==> config.mk <==
export PLATFORM = sky130hd
export DESIGN_NAME = commit_trace_unit
export DESIGN_NICKNAME = d
export VERILOG_FILES = /design/src/rtl/commit_trace_unit_pkg.sv /design/src/rtl/commit_trace_unit_fifo.sv /design/src/rtl/commit_trace_unit.sv
export SDC_FILE = /design/constraint.sdc
export NUM_CORES = 1
export LEC_CHECK = 0
export ABC_CLOCK_PERIOD_IN_PS = 18200
export CELL_PAD_IN_SITES_DETAIL_PLACEMENT = 0
export CELL_PAD_IN_SITES_GLOBAL_PLACEMENT = 1
export CORE_ASPECT_RATIO = 1.5
export CORE_UTILIZATION = 50
export DETAILED_ROUTE_END_ITERATION = 16
export GPL_TIMING_DRIVEN = 0
export PLACE_DENSITY_LB_ADDON = 0.25
export SLEW_MARGIN = 15
export SYNTH_ARGS = -nofsm -noshare
export SYNTH_HDL_FRONTEND = slang
export SYNTH_SLANG_ARGS = --single-unit
export TNS_END_PERCENT = 1
==> constraint.sdc <==
create_clock -name clk -period 18.2 [get_ports clk]
set_input_delay 4.55 -clock clk [delete_from_list [all_inputs] [get_ports clk]]
set_output_delay 4.55 -clock clk [all_outputs]
set_load 0.03 [all_outputs]
==> src/rtl/commit_trace_unit_pkg.sv <==
// rtl/commit_trace_unit_pkg.sv - shared trace record types and kind encoder
package commit_trace_unit_pkg;

    localparam int KIND_W = 3;
    localparam int INUM_W = 32;
    localparam int PC_W   = 16;
    localparam int REG_W  = 4;
    localparam int VAL_W  = 16;
    localparam int ADDR_W = 16;

    typedef enum logic [KIND_W-1:0] {
        TR_REGW  = 3'd0,
        TR_LOAD  = 3'd1,
        TR_STORE = 3'd2,
        TR_OTHER = 3'd3,
        TR_HALT  = 3'd4
    } tr_kind_e;

    typedef struct packed {
        tr_kind_e            kind;
        logic [INUM_W-1:0]   inum;
        logic [PC_W-1:0]     pc;
        logic [REG_W-1:0]    rg;
        logic [VAL_W-1:0]    value;
        logic [ADDR_W-1:0]   addr;
    } trace_rec_t;

    localparam int REC_W = $bits(trace_rec_t);

    // A load also writes a register, so it must win over plain REGW.
    function automatic tr_kind_e encode_kind(input logic regwr, input logic memrd,
                                             input logic memwr, input logic hlt);
        if (regwr && memrd) return TR_LOAD;
        if (regwr)          return TR_REGW;
        if (hlt)            return TR_HALT;
        if (memwr)          return TR_STORE;
        return TR_OTHER;
    endfunction

endpackage

==> src/rtl/commit_trace_unit_fifo.sv <==
// rtl/commit_trace_unit_fifo.sv - synchronous record FIFO with wrap-bit pointers
module trace_fifo #(
    parameter int DEPTH = 8,
    parameter int W     = 8
) (
    input  logic         clk,
    input  logic         rst,
    input  logic         wr_en_i,
    input  logic [W-1:0] wr_data_i,
    input  logic         rd_en_i,
    output logic [W-1:0] rd_data_o,
    output logic         rd_valid_o,
    output logic         full_o,
    output logic         empty_o
);
    localparam int AW = $clog2(DEPTH);

    logic [AW:0]  wptr_q, rptr_q;
    logic [W-1:0] mem_q [DEPTH];
    logic         do_rd, do_wr;

    assign empty_o    = (wptr_q == rptr_q);
    assign full_o     = (wptr_q[AW] != rptr_q[AW]) && (wptr_q[AW-1:0] == rptr_q[AW-1:0]);
    assign rd_valid_o = ~empty_o;
    assign rd_data_o  = mem_q[rptr_q[AW-1:0]];

    // A write into a full FIFO is only legal when the head leaves in the same cycle.
    assign do_rd = rd_en_i & ~empty_o;
    assign do_wr = wr_en_i & (~full_o | do_rd);

    // Pointer update; reset empties the FIFO without touching storage.
    always_ff @(posedge clk) begin
        if (rst) begin
            wptr_q <= '0;
            rptr_q <= '0;
        end else begin
            if (do_wr) wptr_q <= wptr_q + 1'b1;
            if (do_rd) rptr_q <= rptr_q + 1'b1;
        end
    end

    // Storage write.
    always_ff @(posedge clk) begin
        if (do_wr) mem_q[wptr_q[AW-1:0]] <= wr_data_i;
    end

endmodule

==> src/rtl/commit_trace_unit.sv <==
// rtl/commit_trace_unit.sv - retire-point commit to trace record stream converter
module commit_trace_unit
    import commit_trace_unit_pkg::*;
#(
    parameter int DEPTH      = 8,
    parameter int MAX_CYCLES = 100000
) (
    input  logic        clk,
    input  logic        rst,
    input  logic        cmt_valid,
    input  logic [15:0] cmt_pc,
    input  logic        cmt_regwr,
    input  logic [3:0]  cmt_wreg,
    input  logic [15:0] cmt_wdata,
    input  logic        cmt_memrd,
    input  logic        cmt_memwr,
    input  logic [15:0] cmt_addr,
    input  logic [15:0] cmt_mdata,
    input  logic        cmt_hlt,
    output logic        rec_valid,
    input  logic        rec_ready,
    output logic [2:0]  rec_kind,
    output logic [31:0] rec_inum,
    output logic [15:0] rec_pc,
    output logic [3:0]  rec_reg,
    output logic [15:0] rec_value,
    output logic [15:0] rec_addr,
    output logic [31:0] cycle_cnt,
    output logic [31:0] inst_cnt,
    output logic [15:0] drop_cnt,
    output logic        overflow,
    output logic        done,
    output logic        timeout
);
    localparam logic [31:0] MAX_C = 32'(MAX_CYCLES);

    trace_rec_t  new_rec, push_rec, head_rec, rec_view, hold_q, hold_d;
    logic        hold_valid_q, hold_valid_d, halted_q, halted_d;
    logic        timeout_q, timeout_d, overflow_q, overflow_d, done_q, done_d;
    logic [31:0] cycle_q, cycle_d, inst_q, inst_d;
    logic [15:0] drop_q, drop_d;
    logic        accept, pop, space, push_en, fifo_full, fifo_empty, fifo_valid;
    logic [REC_W-1:0] head_bits;

    assign accept = cmt_valid & ~halted_q & ~timeout_q;
    assign pop    = fifo_valid & rec_ready;
    assign space  = ~fifo_full | pop;

    // Build the record for this cycle's commit; unused fields are zeroed per kind.
    always_comb begin
        new_rec      = '0;
        new_rec.kind = encode_kind(cmt_regwr, cmt_memrd, cmt_memwr, cmt_hlt);
        new_rec.inum = inst_q;
        new_rec.pc   = cmt_pc;
        case (new_rec.kind)
            TR_REGW: begin
                new_rec.rg    = cmt_wreg;
                new_rec.value = cmt_wdata;
            end
            TR_LOAD: begin
                new_rec.rg    = cmt_wreg;
                new_rec.value = cmt_wdata;
                new_rec.addr  = cmt_addr;
            end
            TR_STORE: begin
                new_rec.value = cmt_mdata;
                new_rec.addr  = cmt_addr;
            end
            default: ;
        endcase
    end

    // Push arbitration, halt holding, counters and sticky flags.
    always_comb begin
        hold_d       = hold_q;
        hold_valid_d = hold_valid_q;
        halted_d     = halted_q;
        timeout_d    = timeout_q;
        overflow_d   = overflow_q;
        inst_d       = inst_q;
        drop_d       = drop_q;
        cycle_d      = cycle_q;
        push_en      = 1'b0;
        push_rec     = new_rec;
        if (hold_valid_q) begin
            // Only a held HALT can be pending; nothing is accepted after it.
            push_rec = hold_q;
            if (space) begin
                push_en      = 1'b1;
                hold_valid_d = 1'b0;
            end
        end else if (accept) begin
            inst_d = inst_q + 32'd1;
            if (new_rec.kind == TR_HALT) halted_d = 1'b1;
            if (space) begin
                push_en = 1'b1;
            end else if (new_rec.kind == TR_HALT) begin
                hold_d       = new_rec;
                hold_valid_d = 1'b1;
            end else begin
                overflow_d = 1'b1;
                if (drop_q != 16'hFFFF) drop_d = drop_q + 16'd1;
            end
        end
        if (cycle_q != MAX_C) begin
            cycle_d = cycle_q + 32'd1;
            if (cycle_d == MAX_C && !halted_q) timeout_d = 1'b1;
        end
        done_d = done_q | (pop & (head_rec.kind == TR_HALT));
    end

    // State register with synchronous reset.
    always_ff @(posedge clk) begin
        if (rst) begin
            hold_q       <= '0;
            hold_valid_q <= 1'b0;
            halted_q     <= 1'b0;
            timeout_q    <= 1'b0;
            overflow_q   <= 1'b0;
            done_q       <= 1'b0;
            inst_q       <= '0;
            drop_q       <= '0;
            cycle_q      <= '0;
        end else begin
            hold_q       <= hold_d;
            hold_valid_q <= hold_valid_d;
            halted_q     <= halted_d;
            timeout_q    <= timeout_d;
            overflow_q   <= overflow_d;
            done_q       <= done_d;
            inst_q       <= inst_d;
            drop_q       <= drop_d;
            cycle_q      <= cycle_d;
        end
    end

    trace_fifo #(.DEPTH(DEPTH), .W(REC_W)) u_fifo (
        .clk        (clk),
        .rst        (rst),
        .wr_en_i    (push_en),
        .wr_data_i  (push_rec),
        .rd_en_i    (pop),
        .rd_data_o  (head_bits),
        .rd_valid_o (fifo_valid),
        .full_o     (fifo_full),
        .empty_o    (fifo_empty)
    );

    assign head_rec = head_bits;
    // Stale storage must not leak onto the outputs while the FIFO is empty.
    assign rec_view = (fifo_valid && !fifo_empty) ? head_rec : '0;

    assign rec_valid = fifo_valid;
    assign rec_kind  = rec_view.kind;
    assign rec_inum  = rec_view.inum;
    assign rec_pc    = rec_view.pc;
    assign rec_reg   = rec_view.rg;
    assign rec_value = rec_view.value;
    assign rec_addr  = rec_view.addr;
    assign cycle_cnt = cycle_q;
    assign inst_cnt  = inst_q;
    assign drop_cnt  = drop_q;
    assign overflow  = overflow_q;
    assign done      = done_q;
    assign timeout   = timeout_q;

endmodule

==> flow_summary.json <==
{
  "cp_top_family": "buffers and inverters",
  "p_leak_nw": 14.21,
  "avgRoutedWirePerCell_um": 24.95,
  "drive_above_1_share_pct": 20.43,
  "setup_viol": 0,
  "cp-end-kind": "primary output",
  "synth_edf_count": 696,
  "path_cells": "clkbuf_1 -> clkbuf_1 -> clkbuf_1 -> mux4_2 -> mux2i_1 -> nor2_1 -> clkdlybuf4s50_1",
  "mostFrequentLayoutCell": "edfxtp_1",
  "netlist_area_mm2": 0.03525,
  "irDropWorstVdd_uv": 77.63,
  "filler_cell_count": 5249,
  "cts_made_buffers": 80,
  "die_w_um": 218.8,
  "crit_type": "reg -> out",
  "grt_max_degree": 33,
  "dieArea_mm2": 0.07159,
  "areaGrowthSynthToFinish_pct": 20.61,
  "critical_path_buf_inv_count": 4,
  "cp_max_fo": 10,
  "final.setup_skew_ns": 0.01365,
  "synthTopCellsByArea": "edfxtp_1 (59%), mux4_2 (11%), dfxtp_1 (10%)",
  "synthDistinctLibCells": 62,
  "yosysWarnings": 0,
  "status": "finished clean",
  "cts.repair.resized": 0,
  "clockBufferDepth": 3,
  "syn_area_per_cell_um2": 16.30,
  "globalRouteMet3Util_pct": 4.717,
  "layout_common_cells": "edfxtp_1 (696), clkdlybuf4s50_1 (245), dfxtp_1 (183)",
  "min_period_ns": 9.314,
  "antenna_found_initial": 3,
  "cts_tree": "yes",
  "p_per_area_mw_per_mm2": 113.3,
  "initialDrtViolationCount": 1646,
  "ys_seq_area_share_pct": 69.68,
  "worst-r2r-setup-slack_ns": 14.15,
  "ys_ff_latch": 879,
  "num_vias": 20380,
  "io_pins": 247,
  "post_cts_buffers": 0,
  "synth_top_area_share_pct": 59.29,
  "cts_sinks": 879,
  "worst_path_max_delay_cell": "clkbuf_1",
  "drt_wl_total_mm": 89.01,
  "clkLatencyLatePin_ns": 0.63,
  "cts_hold_buf": 0,
  "die_y_um": 327.2,
  "use_met2_pct": 44.95,
  "clk_pin_slew_ns": 0.07,
  "grt_usage_pct": 25.17,
  "synthFlopType": "edfxtp_1",
  "arrival_ns": 4.76,
  "grt_pass1_wl_mm": 131.3,
  "timing.final.crit_share_pct": 51.18,
  "dp_hpwl_mm": 63.10,
  "core_area_mm2": 0.06939,
  "initial_utilization_pct": 50.80,
  "syn_nets": 2245,
  "max_clock_freq_ghz": 0.1074,
  "h-tree-depth": 3,
  "crit_required_ns": 13.65,
  "setup_slack_ns": 8.886,
  "maxCapViolCount": 0,
  "routed_via_density": 5.713,
  "drc_errors": 0,
  "numPortBuffers": 245,
  "dp_slack_ns": 9.568,
  "met1_usage_pct": 30.26,
  "hold_viol_final": 0,
  "cpMostUsedCell": "clkbuf_1",
  "finish.utilization_pct": 61.27,
  "busiest_layer": "met2",
  "tightest_slew_ns": 1.060,
  "register_area_mm2": 0.02456,
  "max_slew_margin_pct": 29.32,
  "critPathLaunchType": "register",
  "holdCritPathClass": "reg -> reg",
  "ant_nets": 0,
  "setup_tns_ns": 0,
  "fin_hold_ws_ns": 0.4527,
  "rows": 118,
  "firstDrtPassIters": 5,
  "gr-total-overflow": 0,
  "fin_nets": 2682,
  "gp_congestion": 0.8706,
  "cp_slowest_stage_delay_ns": 0.81,
  "synthCells": 2163,
  "async_flop_share_pct": 0,
  "num_antenna_cells": 0,
  "grt_pass1_vias": 20960,
  "drv_slew": 0,
  "multi_input_area_mm2": 0.009913,
  "synth_top_area_cell": "edfxtp_1",
  "rsz0062_at_grt": "false",
  "cts_root_buffer": "clkbuf_16"
}
==> stage by stage <==
| stage | cell area, um^2 | total power, mW | std cells |
|---|---|---|---|
| after floorplan | 35250 | 2.784 | 2163 |
| after global placement | 38830 | 3.108 | 3308 |
| after detailed placement | 39760 | 3.112 | 3418 |
| after CTS | 42520 | 4.859 | 3568 |
| after global routing | 42520 | 4.973 | 3568 |
| final | 42520 | 4.819 | 3568 |
==> synth_stat cells, drive strengths merged (21+ instances only) <==
| cell type | count |
|---|---|
| edfxtp | 696 |
| dfxtp | 183 |
| nor2 | 183 |
| mux4 | 174 |
| nand2 | 164 |
| mux2i | 92 |
| buf | 84 |
| clkbuf | 74 |
| a21oi | 69 |
| xnor2 | 45 |
| mux2 | 44 |
| o21ai | 44 |
| and2 | 42 |
| xor2 | 38 |
| nand3 | 29 |
| nand4 | 28 |
| nor4 | 21 |
==> layout make-up <==
cell class | instances | share of cell area [%]
well taps | 900 | 2.648
clock inverters | 44 | 1.130
inverters | 14 | 0.1236
clock buffers | 106 | 5.356
repair buffers | 355 | 7.842
multi-input cells | 1112 | 23.32
plain buffers | 158 | 1.813
flip-flops and latches | 879 | 57.77
==> routing by layer <==
layer / vias to the layer above / part of all wire, %
li1: 9138 / -
met1: 10360 / 38
met2: 719 / 52
met3: 159 / 6.5
met4: 6 / 3.1
met5: - / 0.043
==> registers in the layout, indices dropped and copies added, names as in the netlist, 4 cells and up, named ones only <==
register and count:
hold_q 87, inst_cnt 32, u_fifo.wptr_q 4, drop_cnt 16
u_fifo.rptr_q 4, u_fifo.mem_q 696, cycle_cnt 32
==> kinds of logic after synthesis <==
kind of cell / Yosys count / synth area share, %
buf+inv: 172 / 2.335
mux: 310 / 15.13
compound gates: 161 / 2.712
fa+ha+maj: 6 / 0.2130
xor+xnor: 83 / 2.062
flops: 879 / 69.68
simple gates: 552 / 7.862
==> worst reg2reg max path: stages (launching register included) <==
cell and delay [ns]:
dfxtp_1 0.46, buf_1 0.77, clkbuf_1 0.68, o21ai_0 0.35, nor4b_2 0.57, buf_4 0.27, buf_2 0.22, buf_2 0.26
buf_4 0.20
==> path summary, 6_finish.rpt <==
check,to,depth (start not counted),from
setup reg to reg,u_fifo.mem_q[1][26],8,hold_valid_q
hold reg to reg,hold_q[78],2,hold_q[78]
hold / removal,hold_q[78],2,hold_q[78]
setup / recovery,rec_pc[15],7,register
==> where the power goes <==
| part | switching [mW] | leakage [nW] | internal, mW | total [mW] |
|---|---|---|---|---|
| clock network | 0.736 | 1.36 | 1.03 | 1.76 |
| registers | 0.0133 | 8.27 | 2.20 | 2.22 |
| logic | 0.490 | 4.58 | 0.350 | 0.841 |
| total | 1.24 | 14.2 | 3.58 | 4.82 |
(Power assumes the default switching activity.)
